==> src/rtl/mux16_rr_arbiter_if.sv <==
// Request/data/grant bundle between the requesting agents and the shared one-bit result arbiter.
// The agent side is master; the arbiter side is slave.
interface mux16_rr_arbiter_if;
  logic [15:0] req;
  logic [15:0] d;
  logic [15:0] gnt;
  logic [3:0]  sel;
  logic        busy;
  logic        out;
  logic        preempt;

  modport master (
    output req, d,
    input  gnt, sel, busy, out, preempt
  );

  modport slave (
    input  req, d,
    output gnt, sel, busy, out, preempt
  );
endinterface

==> src/rtl/mux16_rr_arbiter.sv <==
// Round-robin arbiter over 16 requesters driving a 16:1 one-bit mux; grant 1 cycle after request, no backpressure.
// Optional hold-timeout preemption is enabled by defining ARB_TIMEOUT_EN.
module sixteen_to_one_mux (
  input  logic [15:0] d_i,
  input  logic [3:0]  sel_i,
  output logic        y_o
);
  assign y_o = d_i[sel_i];
endmodule

module mux16_rr_arbiter #(
  parameter int HOLD_MAX = 8
) (
  input  logic               clk,
  input  logic               reset,
  mux16_rr_arbiter_if.slave  bus
);
  localparam logic [0:0] ST_IDLE  = 1'b0;
  localparam logic [0:0] ST_GRANT = 1'b1;

  logic [0:0]  state_q, state_d;
  logic [3:0]  ptr_q, ptr_d;
  logic [3:0]  sel_q, sel_d;
  logic [15:0] gnt_q, gnt_d;
  logic [4:0]  pick_res;
  logic        mux_y;
`ifdef ARB_TIMEOUT_EN
  logic [7:0]  cnt_q, cnt_d;
  logic        preempt_q, preempt_d;
`endif

  // Returns {found, index} of the first set bit of v searching p, p+1, ... mod 16.
  function automatic logic [4:0] rr_pick(input logic [15:0] v, input logic [3:0] p);
    logic [4:0] res;
    logic [3:0] k;
    res = 5'd0;
    for (int i = 15; i >= 0; i--) begin
      k = p + i[3:0];
      if (v[k]) res = {1'b1, k};
    end
    return res;
  endfunction

  always_comb begin
    state_d  = state_q;
    ptr_d    = ptr_q;
    sel_d    = sel_q;
    gnt_d    = gnt_q;
    pick_res = 5'd0;
`ifdef ARB_TIMEOUT_EN
    cnt_d     = cnt_q;
    preempt_d = 1'b0;
`endif
    case (state_q)
      ST_IDLE: begin
        if (|bus.req) begin
          pick_res = rr_pick(bus.req, ptr_q);
        end
      end
      default: begin
        if (!bus.req[sel_q]) begin
          ptr_d    = sel_q + 4'd1;
          pick_res = rr_pick(bus.req & ~gnt_q, sel_q + 4'd1);
          if (!pick_res[4]) begin
            state_d = ST_IDLE;
            sel_d   = 4'd0;
            gnt_d   = 16'd0;
          end
        end
`ifdef ARB_TIMEOUT_EN
        // Holder still requesting but out of tenure: it competes last.
        else if (cnt_q == 8'(HOLD_MAX - 1)) begin
          ptr_d     = sel_q + 4'd1;
          pick_res  = rr_pick(bus.req, sel_q + 4'd1);
          preempt_d = 1'b1;
        end else begin
          cnt_d = cnt_q + 8'd1;
        end
`endif
      end
    endcase
    if (pick_res[4]) begin
      state_d = ST_GRANT;
      sel_d   = pick_res[3:0];
      gnt_d   = 16'd1 << pick_res[3:0];
`ifdef ARB_TIMEOUT_EN
      cnt_d   = 8'd0;
`endif
    end
  end

  always_ff @(posedge clk or posedge reset) begin
    if (reset) begin
      state_q <= ST_IDLE;
      ptr_q   <= 4'd0;
      sel_q   <= 4'd0;
      gnt_q   <= 16'd0;
    end else begin
      state_q <= state_d;
      ptr_q   <= ptr_d;
      sel_q   <= sel_d;
      gnt_q   <= gnt_d;
    end
  end

`ifdef ARB_TIMEOUT_EN
  always_ff @(posedge clk or posedge reset) begin
    if (reset) begin
      cnt_q     <= 8'd0;
      preempt_q <= 1'b0;
    end else begin
      cnt_q     <= cnt_d;
      preempt_q <= preempt_d;
    end
  end
  assign bus.preempt = preempt_q;
`else
  assign bus.preempt = 1'b0;
`endif

  sixteen_to_one_mux u_mux (
    .d_i   (bus.d),
    .sel_i (sel_q),
    .y_o   (mux_y)
  );

  assign bus.gnt  = gnt_q;
  assign bus.sel  = sel_q;
  assign bus.busy = (state_q == ST_GRANT);
  assign bus.out  = (state_q == ST_GRANT) & mux_y;
endmodule

==> src/flat_wrapper.sv <==
// flat-port wrapper written by rule: the top's interface ports become plain ports
module mux16_rr_arbiter_flat 
#(
  parameter int HOLD_MAX = 8
)
  (clk, reset, bus_req, bus_d, bus_gnt, bus_sel, bus_busy, bus_out, bus_preempt);
  mux16_rr_arbiter_if bus_i ();
  input  logic clk;
  input  logic reset;
  input wire logic [$bits(bus_i.req)-1:0] bus_req;
  input wire logic [$bits(bus_i.d)-1:0] bus_d;
  output wire logic [$bits(bus_i.gnt)-1:0] bus_gnt;
  output wire logic [$bits(bus_i.sel)-1:0] bus_sel;
  output wire logic [$bits(bus_i.busy)-1:0] bus_busy;
  output wire logic [$bits(bus_i.out)-1:0] bus_out;
  output wire logic [$bits(bus_i.preempt)-1:0] bus_preempt;
  assign bus_i.req = bus_req;
  assign bus_i.d = bus_d;
  assign bus_gnt = bus_i.gnt;
  assign bus_sel = bus_i.sel;
  assign bus_busy = bus_i.busy;
  assign bus_out = bus_i.out;
  assign bus_preempt = bus_i.preempt;
  mux16_rr_arbiter #(.HOLD_MAX(HOLD_MAX)) u_core (.clk(clk), .reset(reset), .bus(bus_i));
endmodule
==> config.mk <==
export PLATFORM = sky130hd
export DESIGN_NAME = mux16_rr_arbiter_flat
export DESIGN_NICKNAME = d
export VERILOG_FILES = /design/src/rtl/mux16_rr_arbiter_if.sv /design/src/rtl/mux16_rr_arbiter.sv /design/src/flat_wrapper.sv
export SDC_FILE = /design/constraint.sdc
export NUM_CORES = 1
export LEC_CHECK = 0
export BUFFER_PORTS_ARGS = -buffer_cell sky130_fd_sc_hd__buf_2
export CAP_MARGIN = 20
export CORE_MARGIN = 3
export CORE_UTILIZATION = 31
export DETAILED_ROUTE_END_ITERATION = 8
export HOLD_SLACK_MARGIN = 0.1
export PLACE_DENSITY = 0.57
export SYNTH_ARGS = -nofsm -noshare
export SYNTH_HDL_FRONTEND = slang
export SYNTH_HIERARCHICAL = 1
export SYNTH_SLANG_ARGS = --single-unit
==> constraint.sdc <==
create_clock -name clk -period 7.4 [get_ports clk]
set_input_delay 0.37 -clock clk [delete_from_list [all_inputs] [get_ports clk]]
set_output_delay 0.37 -clock clk [all_outputs]
set_load 0.05 [all_outputs]
## After elaboration in Yosys (flattened, before gate mapping)

Index checks and enable logic that the tools add are counted.

| operators by class | value |
|---|---|
| add/subtract/negate cells | 31 |
| order comparisons | 33 |
| equal/unequal tests | 2 |
| shift operators | 1 |
| muxes and demuxes | 117 |
| bitwise logic cells | 4 |
| reduce and logical (&&, ||, !) cells | 4 |

Operators by type and width:

| cell | number |
|---|---|
| two-way mux 5 bit | 37 |
| < comparator 4 x 5 -> 1 bit (second input constant) | 33 |
| binary-select mux 1 bit (select 4 bit) | 34 |
| adder 4 bit (second input constant) | 16 |
| two-way mux 16 bit | 4 |
| two-way mux 1 bit | 38 |
| adder 4 x 3 -> 4 bit (second input constant) | 8 |
| adder 4 x 2 -> 4 bit (second input constant) | 4 |
| bitwise AND 16 bit | 1 |
| two-way mux 4 bit | 4 |
| inverter 16 bit | 1 |
| OR reduction 16 bit | 1 |
| << shifter 1 x 4 -> 16 bit (first input constant) | 1 |
| adder 4 x 1 -> 4 bit (second input constant) | 3 |
| != test 2 x 1 -> 1 bit (second input constant) | 2 |
| AND reduction 3 bit | 1 |
| AND reduction 2 bit | 1 |
| nonzero test 2 bit | 1 |
| bitwise AND 1 bit | 1 |
| inverter 1 bit | 1 |

| word-level totals | value |
|---|---|
| register bits after elaboration | 25 |
| input port bits | 34 |

## Logic depth before layout (Yosys ltp)

| depth | value |
|---|---|
| depth in word-level cells | 26 |
| mapped depth | 19 |
| mapped depth without buffers | 14 |

## Cells and area by module

Netlist, hierarchy kept.

By module, submodules not included:

| module | times used | cells each | area an instance (µm²) | sequential area each (µm²) |
|---|---|---|---|---|
| mux16_rr_arbiter | 1 | 691 | 6,351.1 | 625.6 |
| sixteen_to_one_mux | 1 | 7 | 135.1 | 0.0 |

## Worst setup path before layout

OpenSTA, ideal clock, no wires.

| timing path | value |
|---|---|
| path type | register to register |
| start | reg u_core.sel_q[0] (netlist: u_core/bus.sel[0]) |
| end | reg u_core.gnt_q[0] (netlist: u_core/bus.gnt[0]) |
| setup time | 0.122 ns |
| data arrival time | 4.864 ns |
| path slack | 2.415 ns |
| stages on the path, launching flop included | 19 |
| buffers on the path | 4 |
| cell sequence | dfrtp_1 > inv_4 > buf_6 > ha_1 > buf_4 > clkinv_1 > buf_1 > ha_1 > and4_1 > a211oi_1 > xnor2_1 > nor3_1 > nor2_4 > o2111ai_1 > and3b_1 > o311a_1 > o41a_1 > buf_6 > a32o_1 |

| on the way | value |
|---|---|
| longest elaborated chain between the ends | 26 |

Ends and longest elaborated chain:

| what | RTL line | RTL |
|---|---|---|
| from (decl) | mux16_rr_arbiter.sv:23 | `logic [3:0] sel_q, sel_d;` |
| from (signal assigned) | mux16_rr_arbiter.sv:101 | `sel_q <= sel_d;` |
| adder 4 x 1 -> 4 bit | mux16_rr_arbiter.sv:63 | `pick_res = rr_pick(bus.req & ~gnt_q, sel_q + 4'd1);` |
| adder 4 bit | mux16_rr_arbiter.sv:38 | `k = p + i[3:0];` |
| binary-select mux 1 bit (select 4 bit) | mux16_rr_arbiter.sv:39 | `if (v[k]) res = {1'b1, k};` |
| two-way mux 1 bit (not written as such) | mux16_rr_arbiter.sv:39 |  |
| two-way mux 5 bit (16 in series) | mux16_rr_arbiter.sv:39 |  |
| two-way mux 5 bit | mux16_rr_arbiter.sv:61 | `if (!bus.req[sel_q]) begin` |
| two-way mux 5 bit | mux16_rr_arbiter.sv:54 | `case (state_q)` |
| two-way mux 5 bit | mux16_rr_arbiter.sv:61 |  |
| two-way mux 5 bit | mux16_rr_arbiter.sv:54 |  |
| != test 2 x 1 -> 1 bit (no source line) (tied with other cells) | -- |  |
| AND reduction 3 bit (no source line) or two-way mux 16 bit (tied branches) | -- |  |
| to (signal assigned) | mux16_rr_arbiter.sv:102 | `gnt_q <= gnt_d;` |
| to (decl) | mux16_rr_arbiter.sv:24 | `logic [15:0] gnt_q, gnt_d;` |

Several ways; a longest one is shown, not always the timed one. The select of a mux whose other input is x is not followed.
A chain may end at the register's enable or synchronous reset.

## Worst setup path in the final report

| timing path | value |
|---|---|
| start | reg u_core.sel_q[0] (netlist: u_core/bus.sel[0]) |
| end | reg u_core.gnt_q[13] (netlist: u_core/bus.gnt[13]) |

Same word-level chain as after synthesis.

==> results.py <==
metrics = {
    "sta": {
        "tns_ps": 0,
        "tightest_slew_ps": 1040,
        "fin_crit_sh_pct": 70.1,
        "whs_ps": 168,
        "maxSlewViolCount": 0,
        "fin_crit_ps": 5190,
        "final-setup-viol-count": 0,
        "hold_viol_final": 0,
        "grt_setup_unrepaired": "false",
        "fin_worst_skew_ps": 2.84,
        "max_slew_margin_pct": 30.3,
        "fmax_ghz": 0.193,
    },
    "setup_path": {
        "crit_buf_inv": 4,
        "critPathKind": "reg -> reg",
        "start_kind": "register",
        "cp_top_family": "compound AO/OA/AOI/OAI gates",
        "cp.required_ps": 7550,
        "critPathArrivalTime_ps": 5340,
        "r2r-start": "u_core/bus.sel[0]",
        "slowest_delay_ps": 550,
        "startpoint": "u_core/bus.sel[0]",
        "cp-end-kind": "register",
        "crit_chain": "buf_4 -> inv_4 -> ha_1 -> clkinv_1 -> ha_1 -> inv_1 -> xnor3_1 -> mux2i_1 -> o221ai_1 -> and2_1 -> o21a_1 -> or3b_1 -> a31oi_1 -> nor2_1 -> a32o_1",
        "slowest_stage": "clkinv_1",
        "cpMostUsedCell": "ha_1",
        "cp_max_fo": 25,
    },
    "drt": {
        "vias_per_cell": 6.43,
        "drt_iter0_drc": 447,
        "wl_per_cell_microns": 22.5,
        "drt.antenna.violating_nets": 0,
        "drc": 0,
        "vias": 6324,
        "firstDrtPassIters": 5,
        "wl_mm": 22.2,
    },
    "placed_design": {
        "gp_congestion": 0.996,
        "place_inst": 978,
        "io_buffers": 55,
        "place_hpwl_mm": 16.4,
    },
    "flow_run": {
        "max_cap_violations": 0,
    },
    "synthesis": {
        "synth_compound_area_share_pct": 22.3,
        "synth-xor-area-share_pct": 5.02,
        "synth_nets": 746,
        "syn_avg_cell_area_sq_um": 9.29,
        "ys_seq_elements": 25,
        "synth.mux.area_fraction_pct": 37.2,
        "synthCells": 698,
        "synth.cell_area_sq_um": 6490,
        "synthArstFlopShare_pct": 100,
        "synth_edf_count": 0,
        "yosysTopAreaCell": "mux4_2",
        "synth_cell_types": 98,
        "synth_area_leaders": "mux4_2 (17%), dfrtp_1 (9.6%), mux2i_1 (9.6%), mux2_2 (5.6%), mux4_1 (3.2%)",
        "synth_top_family_by_area": "multiplexers",
        "synthTopCellsByCount": "mux2i_1 (62), mux4_2 (48), nand2_1 (46)",
        "synth_top_area_share_pct": 16.7,
        "yosysSeqAreaShare_pct": 9.65,
        "synth-simple-area-share_pct": 17.8,
        "yosysWarnings": 6,
        "yosysMostFrequentCell": "mux2i_1",
        "synthAdderAreaFrac_pct": 2.70,
        "synthFlopType": "dfrtp_1",
    },
    "global_route": {
        "grt_pass1_vias": 5780,
        "grt_max_degree": 38,
        "grt_pass1_wl_mm": 34.5,
        "antenna_found_initial": 0,
        "track_usage_pct": 19.2,
        "overflow": 0,
    },
    "layout": {
        "layout-area-overhead-vs-synth_pct": 8.64,
        "drive_above_1_share_pct": 26.9,
        "fin_cells": 984,
        "diodes": 0,
        "nets": 763,
    },
    "clocking": {
        "cts_made_buffers": 3,
        "cts_tree": "done",
        "clock_path_buffers": 2,
        "clock_latency_ps": 260,
        "cts.repair.resized": 0,
        "clkTransAtPathRegs_ps": 60,
        "cts_hold_buf": 0,
        "post_cts_buffers": 0,
        "cts-root-buf": "clkbuf_16",
        "htreeDepth": 1,
        "cts_sinks": 25,
    },
    "floorplan": {
        "io_pins": 57,
        "dieArea_sq_um": 22700,
        "die_h_microns": 151,
        "num_rows": 52,
        "die_w_microns": 151,
        "start_util_pct": 31.9,
        "core-area_sq_um": 20400,
    },
    "outcome": {
        "status": "finished, final reports clean",
    },
    "hold_path": {
        "hold_class": "in -> async",
    },
}
[sequential cells by signal, summed over array words and instances (netlist names)]
register	cells
u_core/bus.busy	1
u_core/bus.gnt	16
u_core/bus.sel	4
u_core/ptr_q	4
[layout make-up]
| type | instances | area (sq um) |
|---|---|---|
| Tap cell | 270 | 338 |
| Timing Repair Buffer | 69 | 420 |
| Inverter | 14 | 57.6 |
| Multi-Input combinational cell | 602 | 5530 |
| Clock buffer | 3 | 75.1 |
| Clock inverter | 1 | 5.00 |
| Sequential cell | 25 | 626 |
| Fill cell | 2076 | 13300 |
[stage by stage]
stage	utilization (%)	setup WS, ps	area (sq um)
6_report	34.6	2210	7050
5_1_grt	34.6	1850	7050
4_1_cts	34.3	2290	6990
3_5_place_dp	33.9	2320	6910
3_3_place_gp	33.9	2380	6910
2_1_floorplan	-	2410	6490
[kinds of logic (layout without fill, tap and decap cells)]
logic type,after synthesis,after routing
AOI/OAI and AO/OA,191,191
xor gates and xnor gates,27,27
adders and majority gates,14,14
buffers and inverters,71,87
DFF,25,25
muxes,159,159
other,1,1
and+or+nand+nor,210,210
[routing by layer]
layer,up-vias,routed length [microns],global-route usage [%]
li1,2833,-,-
met1,3155,9880,28.0
met2,304,10100,30.3
met3,32,1730,2.50
met4,0,417,4.31
met5,-,0,0
[worst reg2reg max path, delay by kind of cell, from the launching register on]
| family | cells | cell delay [ps] |
|---|---|---|
| AOI/OAI and AO/OA | 4 | 1250 |
| xor gates and xnor gates | 1 | 430 |
| adders and majority gates | 2 | 860 |
| buffers and inverters | 4 | 1150 |
| DFF | 1 | 350 |
| muxes | 1 | 190 |
| and+or+nand+nor | 3 | 850 |
[cell usage in the layout (no fill, tap or decap), drive strengths merged, types with 9 or more instances in the layout]
| cell | instances |
|---|---|
| a21oi | 34 |
| a32o | 13 |
| buf | 69 |
| dfrtp | 25 |
| ha | 14 |
| inv | 11 |
| mux2 | 37 |
| mux2i | 66 |
| mux4 | 56 |
| nand2 | 46 |
| nand2b | 12 |
| nand3 | 13 |
| nor2 | 42 |
| nor2b | 25 |
| nor3 | 15 |
| o21a | 10 |
| o21ai | 29 |
| o31ai | 9 |
| xnor2 | 19 |
[final timing paths]
path | cells after the start | end | slack (ps)
max in group asynchronous | 3 | u_core/ptr_q[3] | 7080
min reg2reg | 2 | u_core/bus.gnt[7] | 540
min in group clk | 2 | u_core/bus.gnt[7] | 540
min | 3 | u_core/bus.gnt[3] | 170
max reg2reg | 15 | u_core/bus.gnt[13] | 2210
max | 15 | u_core/bus.gnt[13] | 2210
Power is not shown: default switching activity piles up to over one toggle a cycle in this logic, so the estimate is an artifact.
